File: config.mk
export PLATFORM = sky130hd
export DESIGN_NAME = next_pc_predictor_flat
export DESIGN_NICKNAME = d
export VERILOG_FILES = /design/src/rtl/next_pc_predictor_pkg.sv /design/src/rtl/next_pc_predictor_if.sv /design/src/rtl/next_pc_predictor_btb_array.sv /design/src/rtl/next_pc_predictor.sv /design/src/flat_wrapper.sv
export SDC_FILE = /design/constraint.sdc
export NUM_CORES = 2
export LEC_CHECK = 0
export BUFFER_PORTS_ARGS = -buffer_cell sky130_fd_sc_hd__buf_4
export CORE_MARGIN = 2
export CORE_UTILIZATION = 55
export DETAILED_ROUTE_END_ITERATION = 8
export PLACE_DENSITY = 0.73
export RECOVER_POWER = 50
export SLEW_MARGIN = 20
export SYNTH_ARGS = -nofsm -noshare
export SYNTH_HDL_FRONTEND = slang
export SYNTH_SLANG_ARGS = --single-unit
File: constraint.sdc
create_clock -name clk_i -period 15.59 [get_ports clk_i]
set_input_delay 2.3385 -clock clk_i [delete_from_list [all_inputs] [get_ports clk_i]]
set_output_delay 2.3385 -clock clk_i [all_outputs]
set_load 0.01 [all_outputs]
File: src/rtl/next_pc_predictor_pkg.sv
// Shared types and helpers for the fetch next-PC predictor.
// BTB geometry lives here; entry and counter types are sized from it.
package next_pc_pkg;

   localparam int NPC_DATA_W   = 32;
   localparam int NPC_ENTRIES  = 16;
   localparam int NPC_CTR_BITS = 2;
   localparam int NPC_IDX_W    = $clog2(NPC_ENTRIES);
   localparam int NPC_TAG_W    = NPC_DATA_W - NPC_IDX_W - 2;

   typedef logic [NPC_DATA_W-1:0]   addr_t;
   typedef logic [NPC_IDX_W-1:0]    idx_t;
   typedef logic [NPC_TAG_W-1:0]    tag_t;
   typedef logic [NPC_CTR_BITS-1:0] ctr_t;

   // weakly taken = MSB set, rest clear; weakly not-taken is one below
   localparam ctr_t CTR_WEAK_T  = ctr_t'(1) << (NPC_CTR_BITS - 1);
   localparam ctr_t CTR_WEAK_NT = CTR_WEAK_T - ctr_t'(1);

   typedef struct packed {
      logic  valid;
      tag_t  tag;
      addr_t target;
      ctr_t  ctr;
   } btb_entry_t;

   function automatic ctr_t ctr_inc(input ctr_t c);
      return (c == '1) ? c : c + ctr_t'(1);
   endfunction

   function automatic ctr_t ctr_dec(input ctr_t c);
      return (c == '0) ? c : c - ctr_t'(1);
   endfunction

   function automatic idx_t idx_of(input addr_t pc);
      return pc[NPC_IDX_W+1:2];
   endfunction

   function automatic tag_t tag_of(input addr_t pc);
      return pc[NPC_DATA_W-1:NPC_IDX_W+2];
   endfunction

endpackage

File: src/rtl/next_pc_predictor_if.sv
// Fetch/Execute bundle of the next-PC predictor.
// master = pipeline side, slave = predictor.
interface next_pc_predictor_if
   import next_pc_pkg::*;
#(
   parameter int DATA_WIDTH = NPC_DATA_W
) ();

   logic                  StallF_i;
   logic [DATA_WIDTH-1:0] PCF_o;
   logic                  PredictTakenF_o;
   logic [DATA_WIDTH-1:0] PredictTargetF_o;
   logic                  BranchE_i;
   logic                  JumpE_i;
   logic                  JalrE_i;
   logic                  PCSrcE_i;
   logic [DATA_WIDTH-1:0] PCE_i;
   logic [DATA_WIDTH-1:0] PCTargetE_i;
   logic [DATA_WIDTH-1:0] ALUResultE_i;
   logic [DATA_WIDTH-1:0] PCPlus4E_i;
   logic                  PredictTakenE_i;
   logic [DATA_WIDTH-1:0] PredictTargetE_i;
   logic                  MispredictE_o;
   logic [31:0]           BranchCnt_o;
   logic [31:0]           MispredCnt_o;

   modport master (
      output StallF_i, BranchE_i, JumpE_i,
      output JalrE_i, PCSrcE_i, PCE_i,
      output PCTargetE_i, ALUResultE_i,
      output PCPlus4E_i, PredictTakenE_i,
      output PredictTargetE_i,
      input  PCF_o, PredictTakenF_o,
      input  PredictTargetF_o, MispredictE_o,
      input  BranchCnt_o, MispredCnt_o
   );

   modport slave (
      input  StallF_i, BranchE_i, JumpE_i,
      input  JalrE_i, PCSrcE_i, PCE_i,
      input  PCTargetE_i, ALUResultE_i,
      input  PCPlus4E_i, PredictTakenE_i,
      input  PredictTargetE_i,
      output PCF_o, PredictTakenF_o,
      output PredictTargetF_o, MispredictE_o,
      output BranchCnt_o, MispredCnt_o
   );

endinterface

File: src/rtl/next_pc_predictor_btb_array.sv
// Direct-mapped BTB storage: two async read ports, one write port.
// Synchronous clear invalidates every entry and wins over a write.
module btb_array
   import next_pc_pkg::*;
#(
   parameter int ENTRIES = NPC_ENTRIES
) (
   input  logic       clk_i,
   input  logic       rst_i,
   input  idx_t       rd_f_idx,
   output btb_entry_t rd_f_ent,
   input  idx_t       rd_e_idx,
   output btb_entry_t rd_e_ent,
   input  logic       we,
   input  idx_t       wr_idx,
   input  btb_entry_t wr_ent
);

   btb_entry_t mem [ENTRIES];

   assign rd_f_ent = mem[rd_f_idx];
   assign rd_e_ent = mem[rd_e_idx];

   always_ff @(posedge clk_i) begin
      if (rst_i) begin
         for (int i = 0; i < ENTRIES; i++) begin
            mem[i] <= '{valid:  1'b0,
                        tag:    '0,
                        target: '0,
                        ctr:    CTR_WEAK_NT};
         end
      end else if (we) begin
         mem[wr_idx] <= wr_ent;
      end
   end

endmodule

File: src/rtl/next_pc_predictor.sv
// Fetch-stage next-PC generator with BTB prediction and E-stage training.
// NEXT_PC_PERF_CNT_EN adds resolved-branch and mispredict counters.
module next_pc_predictor
   import next_pc_pkg::*;
#(
   parameter int DATA_WIDTH  = NPC_DATA_W,
   parameter int BTB_ENTRIES = NPC_ENTRIES,
   parameter int CTR_BITS    = NPC_CTR_BITS,
   parameter logic [DATA_WIDTH-1:0] RESET_PC = '0
) (
   input logic clk_i,
   input logic rst_i,
   next_pc_predictor_if.slave bus
);

   logic [DATA_WIDTH-1:0] pc_q;
   logic [DATA_WIDTH-1:0] actual_tgt;
   logic [DATA_WIDTH-1:0] ptgt_f;
   btb_entry_t f_ent, e_ent, w_ent;
   logic hit_f, hit_e, pt_f;
   logic ctrl, taken, mispred, we;

   btb_array #(.ENTRIES(BTB_ENTRIES)) u_btb (
      .clk_i    (clk_i),
      .rst_i    (rst_i),
      .rd_f_idx (idx_of(pc_q)),
      .rd_f_ent (f_ent),
      .rd_e_idx (idx_of(bus.PCE_i)),
      .rd_e_ent (e_ent),
      .we       (we),
      .wr_idx   (idx_of(bus.PCE_i)),
      .wr_ent   (w_ent)
   );

   assign hit_f  = f_ent.valid &&
                   (f_ent.tag == tag_of(pc_q));
   assign pt_f   = hit_f && f_ent.ctr[CTR_BITS-1];
   assign ptgt_f = hit_f ? f_ent.target : '0;

   assign hit_e  = e_ent.valid &&
                   (e_ent.tag == tag_of(bus.PCE_i));
   assign ctrl   = bus.BranchE_i | bus.JumpE_i;
   assign taken  = bus.PCSrcE_i;

   assign actual_tgt = bus.JalrE_i ? bus.ALUResultE_i
                                   : bus.PCTargetE_i;

   // a non-control instr predicted taken is a BTB alias
   always_comb begin
      mispred = bus.PredictTakenE_i;
      if (ctrl) begin
         mispred = (bus.PredictTakenE_i != taken) ||
                   (taken &&
                    bus.PredictTargetE_i != actual_tgt);
      end
   end

   always_comb begin
      we    = 1'b0;
      w_ent = e_ent;
      if (ctrl) begin
         if (hit_e) begin
            we = 1'b1;
            if (taken) begin
               w_ent.ctr    = ctr_inc(e_ent.ctr);
               w_ent.target = actual_tgt;
            end else begin
               w_ent.ctr = ctr_dec(e_ent.ctr);
            end
         end else if (taken) begin
            we           = 1'b1;
            w_ent.valid  = 1'b1;
            w_ent.tag    = tag_of(bus.PCE_i);
            w_ent.target = actual_tgt;
            w_ent.ctr    = CTR_WEAK_T;
         end
      end else if (bus.PredictTakenE_i && hit_e) begin
         we          = 1'b1;
         w_ent.valid = 1'b0;
      end
   end

   always_ff @(posedge clk_i) begin
      if (rst_i) begin
         pc_q <= RESET_PC;
      end else if (mispred) begin
         pc_q <= taken ? actual_tgt : bus.PCPlus4E_i;
      end else if (!bus.StallF_i) begin
         pc_q <= pt_f ? ptgt_f
                      : pc_q + DATA_WIDTH'(4);
      end
   end

   assign bus.PCF_o            = pc_q;
   assign bus.PredictTakenF_o  = pt_f;
   assign bus.PredictTargetF_o = ptgt_f;
   assign bus.MispredictE_o    = mispred;

`ifdef NEXT_PC_PERF_CNT_EN
   logic [31:0] br_cnt, mp_cnt;

   always_ff @(posedge clk_i) begin
      if (rst_i) begin
         br_cnt <= '0;
         mp_cnt <= '0;
      end else begin
         if (ctrl)    br_cnt <= br_cnt + 32'd1;
         if (mispred) mp_cnt <= mp_cnt + 32'd1;
      end
   end

   assign bus.BranchCnt_o  = br_cnt;
   assign bus.MispredCnt_o = mp_cnt;
`else
   assign bus.BranchCnt_o  = '0;
   assign bus.MispredCnt_o = '0;
`endif

endmodule
File: src/flat_wrapper.sv
// flat-port wrapper written by rule: the top's interface ports become plain ports
module next_pc_predictor_flat import next_pc_pkg::*;
#(
   parameter int DATA_WIDTH  = NPC_DATA_W,
   parameter int BTB_ENTRIES = NPC_ENTRIES,
   parameter int CTR_BITS    = NPC_CTR_BITS,
   parameter logic [DATA_WIDTH-1:0] RESET_PC = '0
)
  (clk_i, rst_i, bus_StallF_i, bus_BranchE_i, bus_JumpE_i, bus_JalrE_i, bus_PCSrcE_i, bus_PCE_i, bus_PCTargetE_i, bus_ALUResultE_i, bus_PCPlus4E_i, bus_PredictTakenE_i, bus_PredictTargetE_i, bus_PCF_o, bus_PredictTakenF_o, bus_PredictTargetF_o, bus_MispredictE_o, bus_BranchCnt_o, bus_MispredCnt_o);
  next_pc_predictor_if #(.DATA_WIDTH(DATA_WIDTH)) bus_i ();
  input logic clk_i;
  input logic rst_i;
  input wire logic [$bits(bus_i.StallF_i)-1:0] bus_StallF_i;
  input wire logic [$bits(bus_i.BranchE_i)-1:0] bus_BranchE_i;
  input wire logic [$bits(bus_i.JumpE_i)-1:0] bus_JumpE_i;
  input wire logic [$bits(bus_i.JalrE_i)-1:0] bus_JalrE_i;
  input wire logic [$bits(bus_i.PCSrcE_i)-1:0] bus_PCSrcE_i;
  input wire logic [$bits(bus_i.PCE_i)-1:0] bus_PCE_i;
  input wire logic [$bits(bus_i.PCTargetE_i)-1:0] bus_PCTargetE_i;
  input wire logic [$bits(bus_i.ALUResultE_i)-1:0] bus_ALUResultE_i;
  input wire logic [$bits(bus_i.PCPlus4E_i)-1:0] bus_PCPlus4E_i;
  input wire logic [$bits(bus_i.PredictTakenE_i)-1:0] bus_PredictTakenE_i;
  input wire logic [$bits(bus_i.PredictTargetE_i)-1:0] bus_PredictTargetE_i;
  output wire logic [$bits(bus_i.PCF_o)-1:0] bus_PCF_o;
  output wire logic [$bits(bus_i.PredictTakenF_o)-1:0] bus_PredictTakenF_o;
  output wire logic [$bits(bus_i.PredictTargetF_o)-1:0] bus_PredictTargetF_o;
  output wire logic [$bits(bus_i.MispredictE_o)-1:0] bus_MispredictE_o;
  output wire logic [$bits(bus_i.BranchCnt_o)-1:0] bus_BranchCnt_o;
  output wire logic [$bits(bus_i.MispredCnt_o)-1:0] bus_MispredCnt_o;
  assign bus_i.StallF_i = bus_StallF_i;
  assign bus_i.BranchE_i = bus_BranchE_i;
  assign bus_i.JumpE_i = bus_JumpE_i;
  assign bus_i.JalrE_i = bus_JalrE_i;
  assign bus_i.PCSrcE_i = bus_PCSrcE_i;
  assign bus_i.PCE_i = bus_PCE_i;
  assign bus_i.PCTargetE_i = bus_PCTargetE_i;
  assign bus_i.ALUResultE_i = bus_ALUResultE_i;
  assign bus_i.PCPlus4E_i = bus_PCPlus4E_i;
  assign bus_i.PredictTakenE_i = bus_PredictTakenE_i;
  assign bus_i.PredictTargetE_i = bus_PredictTargetE_i;
  assign bus_PCF_o = bus_i.PCF_o;
  assign bus_PredictTakenF_o = bus_i.PredictTakenF_o;
  assign bus_PredictTargetF_o = bus_i.PredictTargetF_o;
  assign bus_MispredictE_o = bus_i.MispredictE_o;
  assign bus_BranchCnt_o = bus_i.BranchCnt_o;
  assign bus_MispredCnt_o = bus_i.MispredCnt_o;
  next_pc_predictor #(.DATA_WIDTH(DATA_WIDTH), .BTB_ENTRIES(BTB_ENTRIES), .CTR_BITS(CTR_BITS), .RESET_PC(RESET_PC)) u_core (.clk_i(clk_i), .rst_i(rst_i), .bus(bus_i));
endmodule
* Word level (Yosys, flattened, before mapping)
Memories as Yosys holds them, arrays and structs flattened. A register that Yosys moved wholly into a read port is not among the register bits. Cells that the tools add are included.
Operators by class: bitwise gates (word level) 1, multiplexer cells 31, reduce and logical (&&, ||, !) cells 8, $add $sub $neg 3, equal/unequal tests 6
Operator list (count):
- two-way mux 32 bit | 7
- two-way mux 61 bit | 2
- OR reduction 61 bit | 1
- two-way mux 60 bit | 1
- equality test 26 bit | 2
- two-way mux 34 bit | 1
- adder 32 x 3 -> 32 bit (second input constant) | 1
- != test 32 bit | 1
- two-way mux 27 bit | 1
- two-way mux 1 bit | 13
- two-way mux 4 bit | 3
- two-way mux 2 bit | 3
- logical AND 1 bit | 5
- adder 2 x 1 -> 2 bit (second input constant) | 1
- equality test 2 bit (second input constant) | 1
- zero test 2 bit | 1
- != test 2 x 1 -> 1 bit (second input constant) | 1
- subtractor 2 x 1 -> 2 bit (second input constant) | 1
- logical OR 1 bit | 1
- != test 1 bit | 1
- OR 1 bit | 1
Word-level totals: flip-flop bits (word level) 32, output and inout bits 130, memories 1, word-level logic and storage cells 51, bits in writable memories 976
Memories:
- u_core.u_btb.mem | depth 16, width 61, rd ports 2, clocked after Yosys merged registers in 1, wr ports 16, RTL line next_pc_predictor_btb_array.sv:19 | btb_entry_t mem [ENTRIES];

* Logic depth before layout (Yosys ltp)
An unclocked memory read counts as a cell.
word-level depth 11, depth in mapped cells 17, gate-level depth less buffers 11

* Hierarchy
A second synthesis with hierarchy kept.
Second synthesis, totals: cell total of the unflattened synthesis 3929, area total of the unflattened synthesis 55751.0 µm²
Modules (own cells, without submodules):
- btb_array | cells each 3175, area each 50375.8 µm², times used 1, sequential area each 29308.1 µm²
- next_pc_predictor | cells each 754, area each 5375.2 µm², times used 1, sequential area each 640.6 µm²

* Least setup slack after synthesis
No wires, ideal clock.
path type input port to flip-flop, start point input bus_PCE_i[2], end point memory u_core.u_btb.mem[13][0] (netlist bit) (enable), cell stages on the path 15, path buffers 5, path slack 8227 ps, arrival 6934 ps, required time 15161 ps, cells stage by stage buf_6 -> buf_4 -> buf_2 -> mux4_2 -> mux2i_1 -> xor2_1 -> nand3_1 -> nor4_1 -> a41oi_1 -> nor4_4 -> o21ai_2 -> clkbuf_1 -> or3_1 -> buf_2 -> nand2b_1
RTL lines:
- from (decl) | RTL line flat_wrapper.sv:18 | input wire logic [$bits(bus_i.PCE_i)-1:0] bus_PCE_i;
- to (decl) | RTL line next_pc_predictor_btb_array.sv:19

==> impl_metrics.csv <==
group,metric,value,unit
sta,fin_skew,38.9,ps
worst_hold_path,hold_class,"reg2reg",
finish,fin_util,0.611,
sta,setup_tns,0,ps
detailed_routing,postRouteAntennaNets,0,
detailed_routing,drt_iter0_drc,6714,
place,placed_area,0.0569,sq mm
finish,final_nets,4062,
die,initial_core_util,0.554,
clock_tree,cts_tree,"yes",
power_and_ir_drop,p_per_area,113,mW/mm^2
sta,drv_slew,960,
detailed_routing,vias,38062,
critical_path,worstSetupStartpointType,"input port",
clock_tree,cts_root_buffer,"clkbuf_16",
die,rows,115,
sta,period_minus_slack,12330,ps
clock_tree,clk_transition_reported_paths,70,ps
synthesis,yosysMostFrequentCell,"nor2_1",
sta,worstMarginPinSlew,4690,ps
synthesis,synth_cells,3856,
sta,period_share,0.791,
detailed_routing,drc_errors,0,
clock_tree,worstSkewPairLatency,700,ps
finish,num-fill-cells,7257,
status,status,"complete, but fails checks",
grt,antenna_found_initial,8,
critical_path,r2r_setup_slack,5960,ps
critical_path,critPathKind,"in2reg",
finish,fin_area,0.0600,sq mm
synthesis,synth_compound_area_frac,0.0294,
synthesis,ys_top_cells_by_count,"nor2_1, edfxtp_1, mux4_2",
synthesis,synthAdderAreaFrac,0.000230,
synthesis,yosysUniqueCellTypes,71,
sta,setup_viol,0,
flow_run,maxCapViolations,30,
synthesis,synth.mux.area_fraction,0.263,
synthesis,synth_top_family_by_area,"multiplexers",
clock_tree,cts_resized,0,
die,fp.dieW,318,microns
sta,hold_violations,0,
status,failed_checks,"capacitance limit, slew limit",
grt,grt_usage,0.366,
die,core_area,0.0981,sq mm
critical_path,cp_max_fo,81,
sta,slew_headroom,-2.13,
synthesis,synth_area,0.0544,sq mm
finish,syn2layout_area_growth,10.3,%
sta,rsz0062_at_grt,"no",
detailed_routing,wl,187000,microns
clock_tree,cts_setup_buffers,0,
detailed_routing,drtPass1Iterations,8,
finish,drive_gt1_frac,0.269,
place,hpwl,108000,microns
synthesis,async_flop_share,0,
place,io_buffers,231,
synthesis,syn_avg_cell_area,14.1,sq um
clock_tree,ctsHoldBuffers,0,
synthesis,synthXorXnorAreaFrac,0.0145,
sta,holdWs,577,ps
synthesis,synth_area_leaders,"edfxtp_1, mux4_2, nor2_1",
clock_tree,numCtsBuffers,102,
grt,first_global_vias,36943,
detailed_routing,avgViaCountPerCell,7.23,
synthesis,yosys.area.top_type,"edfxtp_1",
grt,grt_remaining_overflow,0,
synthesis,ys.warnings.count,0,
synthesis,synth_top_area_frac,0.539,
clock_tree,cts_buffer_depth,3,
die,fp.dieArea,0.101,sq mm
grt,grt_pass1_wl,263000,microns
critical_path,required,15880,ps
synthesis,yosys.area_share.simple,0.101,
power_and_ir_drop,ir_drop,0.0937,mV
grt,grt_max_degree,121,
power_and_ir_drop,p_leak,20.7,nW
synthesis,synth_flop_cell,"edfxtp_1",
place,gp_congestion,0.931,
synthesis,synth_seq_area_share,0.552,
clock_tree,clock_sinks,1012,
detailed_routing,wl_per_cell,35.5,microns
critical_path,crit_arrival,12620,ps
die,die_y,318,microns
critical_path,cp-end-kind,"flop",
synthesis,ys_ff_latch,1012,
clock_tree,h-tree-depth,3,
power_and_ir_drop,total_power,6.75,mW
synthesis,synth-edff-count,976,
die,io_pins,298,
sta,fmax,81.1,MHz
[logic make-up after synthesis]
| logic type | count (synthesis) |
|---|---|
| adder cells (fa/ha/maj) | 1 |
| AND/OR/NAND/NOR | 1310 |
| flip-flops | 1012 |
| XOR/XNOR | 90 |
| multiplexers | 733 |
| buffers and inverters | 465 |
| other | 1 |
| AO/OA/AOI/OAI | 244 |
[metrics by stage]
| step | std cells | worst slack [ps] |
|---|---|---|
| final | 5266 | 3260 |
| after floorplan | 3919 | 8230 |
| after global placement | 5075 | 5970 |
| after CTS | 5264 | 6650 |
| after detailed placement | 5076 | 5970 |
| after global routing | 5264 | 3220 |
[final cells by class]
cell class              count  area (sq um)  area share
diodes                      2          5.00   0.0000834
clock buffers             130          2730      0.0455
clock inverters            58           613      0.0102
inverters                  23          88.8     0.00148
multi-input cells        2442         22700       0.378
flip-flops and latches   1012         30000       0.501
well taps                1287          1610      0.0268
repair buffers            312          2230      0.0372
[state kept, by name, indices dropped and copies added (netlist names), named ones only]
register and flops:
u_core.bus.PCF_o 32, u_core.u_btb.mem 976
[worst paths after layout]
kind / start / to / cells past startpoint
worst max-delay path: bus_PCE_i[3] / u_core.u_btb.mem[1][47]$_SDFFCE_PN0P_ / 13
worst min-delay path: u_core.bus.PCF_o[1]$_SDFFE_PP0P_ / u_core.bus.PCF_o[1]$_SDFFE_PP0P_ / 2
worst max register to register: u_core.u_btb.mem[12][46]$_SDFFCE_PN0P_ / u_core.u_btb.mem[1][47]$_SDFFCE_PN0P_ / 11
worst min register to register: u_core.bus.PCF_o[1]$_SDFFE_PP0P_ / u_core.bus.PCF_o[1]$_SDFFE_PP0P_ / 2
[placed cells by master (no fill, tap or decap), drive strengths merged, types with 36 or more instances in the layout]
| master | n |
|---|---|
| xnor2 | 37 |
| xor2 | 53 |
| nand2 | 80 |
| nand2b | 39 |
| clkinv | 40 |
| mux4 | 552 |
| nor2 | 1001 |
| mux2i | 156 |
| clkbuf | 177 |
| buf | 264 |
| conb | 64 |
| o21ai | 48 |
| edfxtp | 976 |
| dfxtp | 36 |
| and3 | 43 |
| a21oi | 63 |
[critical path, cell delays in order]
cell      delay (ps)
buf_8            570
buf_4            860
mux4_2           440
mux4_2           550
xnor2_1          430
o211ai_1         170
nor4_1           290
nand4_1          170
nor4_1          1900
o21ai_0          980
or3_1           1370
nand2b_1        1410
buf_4            970
[routing by layer]
layer,part of all wire,up-vias,global-route usage,wire (microns)
met2,0.45,3609,0.550,83500
met3,0.16,723,0.114,30500
met5,0.00047,-,0,87
met4,0.063,14,0.191,11800
met1,0.33,19044,0.482,60800
li1,-,14672,-,-
[where the power goes]
group	internal, mW	switching [mW]	total, mW
registers	3.09	0.0912	3.18
clock network	1.45	1.07	2.52
logic	0.412	0.634	1.05
No activity file was read; power rests on OpenSTA's default activity.
